$ cat src/rtl/tap_host_ctrl.sv
// JTAG host controller: runs one IR or DR scan per command and returns the captured TDO bits.
// Optional TAP_HOST_RESET_SEQ_EN: drive Test-Logic-Reset then Run-Test/Idle after reset release.
module tap_host_ctrl #(
    parameter int DATA_W  = 32,
    parameter int CLK_DIV = 4
) (
    input  logic                    clk_i,
    input  logic                    rst_ni,
    input  logic                    cmd_valid_i,
    output logic                    cmd_ready_o,
    input  logic                    cmd_ir_i,
    input  logic [$clog2(DATA_W):0] cmd_len_i,
    input  logic [DATA_W-1:0]       cmd_data_i,
    output logic                    rsp_valid_o,
    input  logic                    rsp_ready_i,
    output logic [DATA_W-1:0]       rsp_data_o,
    output logic                    tck_o,
    output logic                    tms_o,
    output logic                    tdi_o,
    input  logic                    tdo_i,
    output logic [2:0]              dbg_state
);

    // Handshakes: a transfer happens on a clk_i edge where valid and ready are both high;
    // valid is held with its payload stable until that edge.

    localparam int LEN_W = $clog2(DATA_W) + 1;
    localparam int CNT_W = (LEN_W > 3) ? LEN_W : 3;
    localparam int DIV_W = $clog2(CLK_DIV) + 1;
    localparam logic [DIV_W-1:0] DIV_LAST = DIV_W'(CLK_DIV - 1);

    typedef enum logic [2:0] {RESET_SEQ, IDLE, PREFIX, SHIFT, SUFFIX, RESP} state_t;

    state_t             state;
    logic [DIV_W-1:0]   div;
    logic [CNT_W-1:0]   cnt;
    logic [CNT_W-1:0]   len_q;
    logic               ir_q;
    logic [DATA_W-1:0]  shreg;
    logic [LEN_W-1:0]   len_c;

    assign len_c     = (cmd_len_i > LEN_W'(DATA_W)) ? LEN_W'(DATA_W) : cmd_len_i;
    assign dbg_state = state;

    always_ff @(posedge clk_i or negedge rst_ni) begin
        if (!rst_ni) begin
`ifdef TAP_HOST_RESET_SEQ_EN
            state       <= RESET_SEQ;
`else
            state       <= IDLE;
`endif
            div         <= '0;
            cnt         <= '0;
            len_q       <= '0;
            ir_q        <= 1'b0;
            shreg       <= '0;
            tck_o       <= 1'b0;
            tms_o       <= 1'b1;
            tdi_o       <= 1'b0;
            cmd_ready_o <= 1'b0;
            rsp_valid_o <= 1'b0;
            rsp_data_o  <= '0;
        end else begin
            case (state)
                IDLE: begin
                    cmd_ready_o <= 1'b1;
                    tms_o       <= 1'b0;
                    if (cmd_valid_i && cmd_ready_o) begin
                        cmd_ready_o <= 1'b0;
                        ir_q        <= cmd_ir_i;
                        len_q       <= CNT_W'(len_c);
                        shreg       <= cmd_data_i;
                        rsp_data_o  <= '0;
                        div         <= '0;
                        cnt         <= '0;
                        if (len_c == '0) begin
                            state       <= RESP;
                            rsp_valid_o <= 1'b1;
                        end else begin
                            state <= PREFIX;
                            tms_o <= 1'b1;
                        end
                    end
                end
                RESP: begin
                    if (rsp_ready_i) begin
                        state       <= IDLE;
                        rsp_valid_o <= 1'b0;
                        cmd_ready_o <= 1'b1;
                    end
                end
                default: begin
                    // TCK engine: each phase lasts CLK_DIV clocks; TMS/TDI change only when TCK falls.
                    if (div != DIV_LAST) begin
                        div <= div + DIV_W'(1);
                    end else begin
                        div <= '0;
                        if (!tck_o) begin
                            tck_o <= 1'b1;
                            if (state == SHIFT)
                                rsp_data_o <= rsp_data_o | (DATA_W'(tdo_i) << cnt);
                        end else begin
                            tck_o <= 1'b0;
                            case (state)
                                RESET_SEQ: begin
                                    if (cnt == CNT_W'(5)) begin
                                        state       <= IDLE;
                                        cnt         <= '0;
                                        cmd_ready_o <= 1'b1;
                                        tms_o       <= 1'b0;
                                    end else begin
                                        cnt   <= cnt + CNT_W'(1);
                                        tms_o <= (cnt < CNT_W'(4));
                                    end
                                end
                                PREFIX: begin
                                    if (cnt == (ir_q ? CNT_W'(3) : CNT_W'(2))) begin
                                        state <= SHIFT;
                                        cnt   <= '0;
                                        tms_o <= (len_q == CNT_W'(1));
                                        tdi_o <= shreg[0];
                                        shreg <= shreg >> 1;
                                    end else begin
                                        cnt   <= cnt + CNT_W'(1);
                                        tms_o <= ir_q && (cnt == '0);
                                    end
                                end
                                SHIFT: begin
                                    if (cnt == len_q - CNT_W'(1)) begin
                                        state <= SUFFIX;
                                        cnt   <= '0;
                                        tms_o <= 1'b1;
                                        tdi_o <= 1'b0;
                                    end else begin
                                        cnt   <= cnt + CNT_W'(1);
                                        tms_o <= (cnt + CNT_W'(2) == len_q);
                                        tdi_o <= shreg[0];
                                        shreg <= shreg >> 1;
                                    end
                                end
                                default: begin
                                    // SUFFIX: Update (TMS=1, already driven) then Run-Test/Idle.
                                    if (cnt == '0) begin
                                        cnt   <= CNT_W'(1);
                                        tms_o <= 1'b0;
                                    end else begin
                                        state       <= RESP;
                                        cnt         <= '0;
                                        rsp_valid_o <= 1'b1;
                                    end
                                end
                            endcase
                        end
                    end
                end
            endcase
        end
    end

endmodule

$ cat config.mk
export PLATFORM = sky130hd
export DESIGN_NAME = tap_host_ctrl
export DESIGN_NICKNAME = d
export VERILOG_FILES = /design/src/rtl/tap_host_ctrl.sv
export SDC_FILE = /design/constraint.sdc
export NUM_CORES = 1
export LEC_CHECK = 0
export ABC_AREA = 0
export ABC_CLOCK_PERIOD_IN_PS = 3950
export CAP_MARGIN = 20
export CORE_ASPECT_RATIO = 0.6
export CORE_MARGIN = 1
export CORE_UTILIZATION = 35
export CTS_CLUSTER_SIZE = 20
export DETAILED_ROUTE_END_ITERATION = 16
export PLACE_DENSITY = 0.63
export SLEW_MARGIN = 0
export SYNTH_ARGS = -nofsm -noshare
export SYNTH_HDL_FRONTEND = slang
export SYNTH_SLANG_ARGS = --single-unit
$ cat constraint.sdc
create_clock -name clk_i -period 3.95 [get_ports clk_i]
set_clock_uncertainty 0.05 [all_clocks]
set_input_delay 0.79 -clock clk_i [delete_from_list [all_inputs] [get_ports clk_i]]
set_output_delay 0.79 -clock clk_i [all_outputs]
set_load 0.02 [all_outputs]
======== Yosys cells after proc, flatten, opt, wreduce, memory -nomap -nowiden ========
Cells that the tools add are included.
Widths: inputs -> output; s select.
word-level totals
  bits in registers ....................... 88
  latch bits .............................. 0
  RAM bits ................................ 0
  memory bits (read-only) ................. 0
  bits of input ports ..................... 44
  output and inout port bits .............. 40
  memories kept ........................... 0
operators by class
  $add $sub $neg .......................... 4
  multipliers ............................. 0
  divide/modulo/power cells ............... 0
  $lt $le $gt $ge ......................... 2
  eq/ne operators ......................... 25
  shifts and indexed selects .............. 1
  muxes and demuxes ....................... 66
  bitwise gates (word level) .............. 4
  reduce and logical (&&, ||, !) cells .... 26
operators by type and width
  kind                 number
  $mux 32              9
  $pmux 32 s2          3
  $mux 6               7
  $mux 3               11
  $or 32x32->32        1
  $shl 1x6->32         1
  $mux 1               26
  $pmux 6 s3           1
  $reduce_and 5->1     3
  $reduce_and 7->1     2
  $eq 6x6->1           2
  $logic_not 6->1      2
  $pmux 3 s2           2
  $pmux 6 s2           1
  $reduce_bool 3->1    4
  $ne 3x1->1 const B   3
  $ne 3x2->1 const B   3
  $pmux 3 s3           1
  $ne 2x2->1 const B   4
  $ne 4x2->1 const B   2
  $pmux 1 s2           4
  $reduce_and 4->1     2
  $reduce_and 8->1     1
  $add 6x1->6 const B  1
  23 further kinds     32

======== Longest topological paths before layout ========
  depth after elaboration ................. 7
  gate-level depth with buffers ........... 9

======== Worst setup path after synthesis ========
Ideal clock, no wire load.
  kind .................................... input to register
  start point ............................. in cmd_valid_i
  end point ............................... reg shreg[10]
  arrival time ............................ 2.173 ns
  path slack .............................. 1.602 ns
  stages .................................. 7
  buffers on the path ..................... 2
  cells stage by stage .................... nand2_1 > nor3_2 > o21ai_0 > o21ba_1 > buf_6 > buf_12 > mux2_4
on the way
  word-level cells in the longest chain between the ends .. 3
ends and longest elaborated chain
  element                            line  text
  start, declared                    9     input logic cmd_valid_i,
  $logic_and 1x1->1                  68    if (cmd_valid_i && cmd_ready_o) begin
  $ne 2x2->1 (no source line)        -
  $reduce_and 7->1 (no source line)  -
  end signal, assigned               72    shreg <= cmd_data_i;
  end signal, assigned               122   shreg <= shreg >> 1;
  end signal, assigned               138   shreg <= shreg >> 1;
  end, declared                      39    logic [DATA_W-1:0] shreg;
No other way between the ends.
A chain may end at the register's enable or synchronous reset.

======== Worst setup path in the final report ========
  start point ............................. in cmd_valid_i
  end point ............................... reg shreg[1]
Same word-level chain as after synthesis.

==> flow_summary.ini <==
[floorplan]
rows = 32
core_um2 = 12900
initial_core_util = 0.361
ios = 84
die_area_um2 = 13800
die_h_um = 91.3
die_x_um = 151

[placement]
pre_cts_ws_ps = 842
port_buffers = 83
dp_hpwl_um = 8020
dpl_cell_area_um2 = 5580
gp_congestion = 0.830

[timing]
slew_violations = 0
finalCritPeriodShare = 0.699
fin_ws_ps = 1190
hold_slack_ps = 452
fmax_mhz = 362
max_slew_margin = 0.346
rsz0062_at_grt = no
period_needed_ps = 2760
tns_ps = 0
tightest_slew_ps = 981
finalHoldViolCount = 0
setup_viol = 0

[logic_synthesis]
yosysTopAreaCell = dfrtp_1
synthCells = 431
synthTopCellsByCount = dfrtp_1 (86), nor2_1 (51), nand2_1 (41)
synth.top_cells.by_area = dfrtp_1 (46%), mux2_4 (9.4%), mux2_2 (8.0%), nor2_1 (4.1%), a21oi_1 (4.1%)
yosysSeqAreaShare = 0.474
ys_seq_elements = 88
synth_edf_count = 0
ys_warn_count = 0
async_flop_share = 1.00
synthFlopType = dfrtp_1
syn_nets = 482
synthesis.area_um2 = 4650
synthMostInstantiatedCell = dfrtp_1
yosysTopAreaCellShare = 0.462
ys_types = 53
avgSynthCellArea_um2 = 10.8

[final_layout]
n_antenna_cell = 0
areaGrowthSynthToFinish_pct = 27.3
final_layout_size_suffix_gt1_frac = 0.183
final_area_um2 = 5930
utilization = 0.460
nets = 561

[grt]
grt_first_pass_wirelength_um = 18500
grt_pass1_vias = 3480
overflow = 0
groute.usage.overall = 0.174
grt_max_degree = 78
antenna_found_initial = 0

[routing]
drt-initial-drc-count = 313
post-route-drc-count = 0
vias = 3585
wl_per_cell_um = 16.6
finalWirelength_um = 11400
avgViaCountPerCell = 5.24
dr.pass1.iters = 5
antenna_left = 0

[power]
pwr-share-seq = 0.349
intPower_mw = 2.68
p_leak_nw = 2.61
power.density_nw_per_um2 = 693
p_sw_frac = 0.347
power.clock.fraction = 0.238
ir_drop_mv = 0.251
combPwrFrac = 0.412
power.switching_mw = 1.42

[cts]
worstSkewPairLatency_ps = 340
hold_buffers = 0
cts_root_buf = clkbuf_16
clock_path_buffers = 2
cts_tree = done
clk_pin_slew_ps = 60
post_cts_resized = 0
postCtsSetupRepairBufs = 0
cts_buffers = 9
cts_sinks = 88
htreeDepth = 3

[worst_setup_path]
cp_top_family = buffers and inverters
cp_data_required_time_ps = 4120
worst_path_largest_cell_delay_ps = 510
worstPathMaxFanout = 32
arrival_ps = 2940
crit_chain = clkdlybuf4s50_1 -> nand2_1 -> nor3_4 -> o21ai_0 -> o21ba_2 -> buf_4 -> mux2_2
crit_buf_inv = 2
critPathLaunchType = primary input
path_class = in -> reg
cpMaxStageDelayCell = clkdlybuf4s50_1
cp-end-kind = register

[run_status]
status = finished, final reports clean

[hold_path]
hp-class = reg -> reg

[job]
drv_cap = 0
-- power groups by stage --
stage               sequential, mW  combinational, mW  clock, mW
finish                        1.44               1.69      0.980
global route                  1.47               1.85       1.04
CTS                           1.43               1.70       1.00
detailed placement            1.44               1.68          0
global placement              1.44               1.64          0
floorplan                     1.40               1.30          0
-- kinds of logic after synthesis --
family                     Yosys count  synth area share
xor gates and xnor gates            13            0.0261
AOI/OAI and AO/OA                   85             0.115
DFF                                 88             0.474
and+or+nand+nor                    147             0.153
adders and majority gates            7            0.0188
buffers and inverters               29            0.0406
muxes                               62             0.173
-- flip-flops by register name (all words and copies together), names as in the netlist, 3 cells and up --
signal / cells
cnt: 6
dbg_state: 3
div: 3
len_q: 6
rsp_data_o: 32
shreg: 32
-- layout by cell type, fill, tap and decap left out, drive strengths merged, types with 5 or more instances in the layout --
cell / synthesis / final
and3: 5 / 5
clkdlybuf4s50: 0 / 82
clkbuf: 10 / 9
nor2b: 8 / 8
xor2: 6 / 6
and2: 5 / 5
mux2: 62 / 62
nand2b: 5 / 5
buf: 10 / 6
xnor2: 7 / 7
nand3: 5 / 5
o21ai: 16 / 16
nor2: 52 / 52
nand3b: 6 / 6
nor3: 7 / 7
a21oi: 38 / 38
inv: 9 / 10
ha: 7 / 7
nand2: 41 / 41
dfrtp: 86 / 86
-- metrics by stage --
stage	cells	power [mW]
finish	684	4.11
floorplan	431	2.70
CTS	684	4.13
global route	684	4.36
detailed placement	669	3.13
global placement	669	3.08
-- worst register-to-register path, delay by kind of cell (launching register included) --
| kind | cells | cell delay (ps) |
|---|---|---|
| AND/OR/NAND/NOR | 1 | 350 |
| AO/OA/AOI/OAI | 3 | 560 |
| multiplexers | 1 | 400 |
| flip-flops | 1 | 530 |
| buffers and inverters | 2 | 660 |
-- path summary, 6_finish.rpt --
check,startpoint,to,slack (ps),depth (start not counted)
max,cmd_valid_i,shreg[1],1190,7
min,rsp_data_o[2],rsp_data_o[2],450,2
max reg2reg,cnt[3],shreg[1],1260,7
min reg2reg,rsp_data_o[2],rsp_data_o[2],450,2
max in group asynchronous,rst_ni,rsp_data_o[1],2520,2
min in group asynchronous,rst_ni,shreg[8],530,1
-- metal layers --
layer  global-route usage  wire length, um
met4               0.0433               68
met1                0.255             5570
met3               0.0452              689
met5                    0                0
met2                0.253             5050
-- layout make-up --
class                      count  area, um^2
clock buffer                   9         225
clock inverter                 6         118
fill                        1188        6970
inverter                       9        33.8
multi-input combinational    314        2270
sequential                    88        2200
tap                          170         213
timing repair buffer          88         866
No activity file was read; power rests on OpenSTA's default activity.
==> variant 1 (config.mk and constraints unchanged) <==
Compare `cnt` against `CNT_W'(5)` with >= in place of ==.
--- a/src/rtl/tap_host_ctrl.sv
+++ b/src/rtl/tap_host_ctrl.sv
@@ -103,7 +103,7 @@
                             tck_o <= 1'b0;
                             case (state)
                                 RESET_SEQ: begin
-                                    if (cnt == CNT_W'(5)) begin
+                                    if (cnt >= CNT_W'(5)) begin
                                         state       <= IDLE;
                                         cnt         <= '0;
                                         cmd_ready_o <= 1'b1;
Behaviour: same outputs for any inputs over 10 cycles, from zero or initial values and one cycle with rst_ni low; that may be too few to reach the edited logic, so the function may still have changed.
==> variant 1 against the unedited design <==
- the run now ends with DRC left
- sequential cell count unchanged
- synthesized area rose by 2.1%
- worst setup slack got worse by 0.28 ns
- critical path depth decreased by 2
- wire length grew 4.3%
- final area up 1.2%
- power shrank 8.2%
- critical path type is now reg2reg
- largest cell class unchanged
==> variant 1: results <==
export IMPL_n_antenna_cell=0
export IMPL_route_met3_wl_mm=1.08
export IMPL_status="finished with violations"
export IMPL_cts_buffers=9
export IMPL_hold_path_class="in2async"
export IMPL_synth_cell_types=62
export IMPL_gp_congestion=0.894
export IMPL_route_met2_wl_mm=4.63
export IMPL_nets=572
export IMPL_vias_per_cell=5.28
export IMPL_num_fill_cells=1200
export IMPL_slew_headroom=0.308
export IMPL_drive_gt1_frac=0.179
export IMPL_synth_nets=494
export IMPL_yosys_top_cells_area="dfrtp_1, mux2_4, mux2_2"
export IMPL_cts_setup_buffers=0
export IMPL_ys_seq_area_frac=0.464
export IMPL_firstDrtPassIters=11
export IMPL_worstPathArrival_ns=3.21
export IMPL_drv_cap=0
export IMPL_pre_cts_slack_ns=0.897
export IMPL_syn_instance_count=442
export IMPL_hpwl_mm=8.46
export IMPL_grt_max_degree=47
export IMPL_detail_route_wl_per_cell_um=17.1
export IMPL_p_leak_nw=2.58
export IMPL_violations="DRC"
export IMPL_first_iter_violations=298
export IMPL_synthMuxAreaShare=0.172
export IMPL_dp_cells=679
export IMPL_synth_top_family_by_area="multiplexers"
export IMPL_synth_xor_area_frac=0.0237
export IMPL_synth_compound_area_frac=0.138
export IMPL_insertion_delay_ns=0.34
export IMPL_synth_adder_area_share=0.0211
export IMPL_ir_drop_mv=0.239
export IMPL_drt_wl_total_mm=11.9
export IMPL_grt_pass1_vias=3639
export IMPL_grt_pass1_wl_mm=19.6
export IMPL_grt_usage=0.179
export IMPL_drc=3
export IMPL_setup_tns_final_ns=0
export IMPL_met1_length_mm=6.04
export IMPL_synth_common_cells="dfrtp_1, nor2_1, a21oi_1"
export IMPL_synth_async_reset_ratio=1.00
variant 1: layout make-up:
cell class                      instances  share of cell area
Clock inverter                          5             0.00939
Inverter                               10             0.00626
Multi-Input combinational cell        322               0.397
Clock buffer                           11              0.0388
Timing Repair Buffer                   89               0.146
Tap cell                              170              0.0355
Sequential cell                        88               0.368
variant 1: worst paths after layout:
| check | startpoint | to | slack [ns] | cells after the start |
|---|---|---|---|---|
| max | cnt[2] | shreg[0] | 0.91 | 5 |
| min | rst_ni | dbg_state[2] | 0.28 | 1 |
| max reg2reg | cnt[2] | shreg[0] | 0.91 | 5 |
| min reg2reg | shreg[1] | shreg[1] | 0.43 | 1 |
| max in group asynchronous | rst_ni | rsp_data_o[15] | 2.67 | 2 |
| min in group clk_i | shreg[1] | shreg[1] | 0.43 | 1 |
variant 1: metrics by stage:
step	area [um2]	power [W]
3_5_place_dp	5710	0.00292
2_1_floorplan	4750	0.00250
5_1_grt	6000	0.00401
3_3_place_gp	5710	0.00288
4_1_cts	6000	0.00379
6_report	6000	0.00377
variant 1: power breakdown:
part / switching [W] / internal, W
Clock: 0.000354 / 0.000491
Sequential: 0.000249 / 0.00114
Combinational: 0.000768 / 0.000770
variant 1: routing by layer:
layer	global-route usage	up-vias
li1	-	1735
met3	0.0629	14
met1	0.270	1779
met5	0	-
met4	0.0505	0
met2	0.235	143
variant 1: critical path: stages (launching register included):
cell and delay, ns:
dfrtp_1 0.57, nor4_2 0.59, a311oi_1 0.31, a2111oi_4 0.41, o31a_4 0.61, mux2_1 0.38
variant 1: kinds of logic (layout without fill, tap and decap cells):
family,Yosys count,in the layout
muxes,63,63
buffers and inverters,32,115
DFF,88,88
xor gates and xnor gates,12,12
and+or+nand+nor,137,137
adders and majority gates,8,8
AOI/OAI and AO/OA,102,102
==> variant 2 (same settings) <==
Made on the original files. The option `TAP_HOST_RESET_SEQ_EN` is turned on by a define.
--- a/src/rtl/tap_host_ctrl.sv
+++ b/src/rtl/tap_host_ctrl.sv
@@ -1,5 +1,7 @@
 // JTAG host controller: runs one IR or DR scan per command and returns the captured TDO bits.
 // Optional TAP_HOST_RESET_SEQ_EN: drive Test-Logic-Reset then Run-Test/Idle after reset release.
+`define TAP_HOST_RESET_SEQ_EN
+
 module tap_host_ctrl #(
     parameter int DATA_W  = 32,
     parameter int CLK_DIV = 4
Function: changed (a bounded check fails within 4 cycles, from zero or initial values and one cycle with rst_ni low).
==> variant 2 against the unedited design <==
- final area shrank 0.21%
- first-iteration DRC count grew 18%
- critical path depth is the same
- wire length shrank 0.69%
- power shrank 2.1%
- sequential cell count is the same
- hold slack lost 0.00054 ns
- synthesized area is essentially flat
- worst setup slack gained 0.040 ns
- maximum frequency grew 1.5%
- largest power group unchanged
==> variant 2: results <==
export IMPL_status="complete, no violations"
export IMPL_cp_slowest_cell="o21ba_2"
export IMPL_hpwl_mm=7.98
export IMPL_drt_wl_total_mm=11.3
export IMPL_grt_pass1_vias=3529
export IMPL_gp_congestion=0.848
export IMPL_grt_util_met3=0.0492
export IMPL_seqPwrFrac=0.356
export IMPL_p_leak_nw=2.61
export IMPL_largest_registers="rsp_data_o: 32 flops, shreg: 32 flops"
export IMPL_grt_max_degree=77
export IMPL_p_comb_w=0.00170
export IMPL_rr_startpoint="dbg_state[1]"
export IMPL_worstHoldEndpoint="rsp_data_o[3]"
export IMPL_dp_cells=670
export IMPL_nets=562
export IMPL_hold_path_class="reg2reg"
export IMPL_first_iter_violations=369
export IMPL_num_fill_cells=1227
export IMPL_hold_ws_ns=0.452
export IMPL_yosys_top_cells_area="dfrtp_1, mux2_4, mux2_2"
export IMPL_grt_usage=0.177
export IMPL_reg2reg_to="rsp_valid_o"
export IMPL_crit_fanout=22
export IMPL_hold_violations=0
export IMPL_worstPathArrival_ns=2.90
export IMPL_grt_use_met2=0.242
export IMPL_vias=3561
export IMPL_min_delay_start="rsp_data_o[3]"
export IMPL_ir_drop_mv=0.256
export IMPL_ys_seq_area_frac=0.474
export IMPL_synth_common_cells="dfrtp_1, nor2_1, nand2_1"
export IMPL_detail_route_wl_per_cell_um=16.5
export IMPL_cts_buffer_depth=2
export IMPL_slew_headroom=0.368
export IMPL_p_sw_w=0.00145
export IMPL_grt_pass1_wl_mm=18.8
export IMPL_reg2reg_slack_ns=1.29
## variant 2: cell count changes after synthesis, sizes merged
cell / unedited run / this run
dfrtp: 86 / 87
dfstp: 2 / 1
## variant 2: metrics by stage
stage | area, um2 | power [W] | worst slack, ns
global route | 5910 | 0.00428 | 1.07
finish | 5910 | 0.00402 | 1.23
floorplan | 4650 | 0.00269 | 1.60
CTS | 5910 | 0.00405 | 1.22
detailed placement | 5600 | 0.00314 | 0.858
global placement | 5600 | 0.00309 | 0.907
## variant 2: worst max-delay path by stage
stage	endpoint	slack, ns	startpoint
2_1_floorplan	shreg[10]	1.60	cmd_valid_i
3_3_place_gp	shreg[21]	0.91	cmd_valid_i
3_5_place_dp	shreg[17]	0.86	cmd_valid_i
4_1_cts	shreg[17]	1.22	cmd_valid_i
5_1_grt	rsp_valid_o	1.07	dbg_state[1]
6_report	shreg[17]	1.23	cmd_valid_i
## variant 2: routing by layer
layer / share of wire / vias to the layer above
met5: 0 / -
met4: 0.0070 / 0
met3: 0.074 / 7
met2: 0.43 / 129
met1: 0.49 / 1742
li1: - / 1683
## variant 2: cell families after synthesis
group,share of synthesized area
AOI/OAI and AO/OA,0.115
xor gates and xnor gates,0.0261
adders and majority gates,0.0188
buffers and inverters,0.0406
DFF,0.474
muxes,0.173
and+or+nand+nor,0.153
## variant 2: area by class of cell
cell class | instances | share of cell area
multi-input combinational | 314 | 0.383
sequential | 88 | 0.373
timing repair buffer | 89 | 0.150
clock buffer | 9 | 0.0381
tap | 170 | 0.0360
clock inverter | 7 | 0.0146
inverter | 9 | 0.00571
## variant 2: tightest hold or removal path, delay by kind of cell (launching register included)
family	cells	cell delay [ns]
flip-flops	1	0.35
AND/OR/NAND/NOR	1	0.07
AO/OA/AOI/OAI	1	0.04
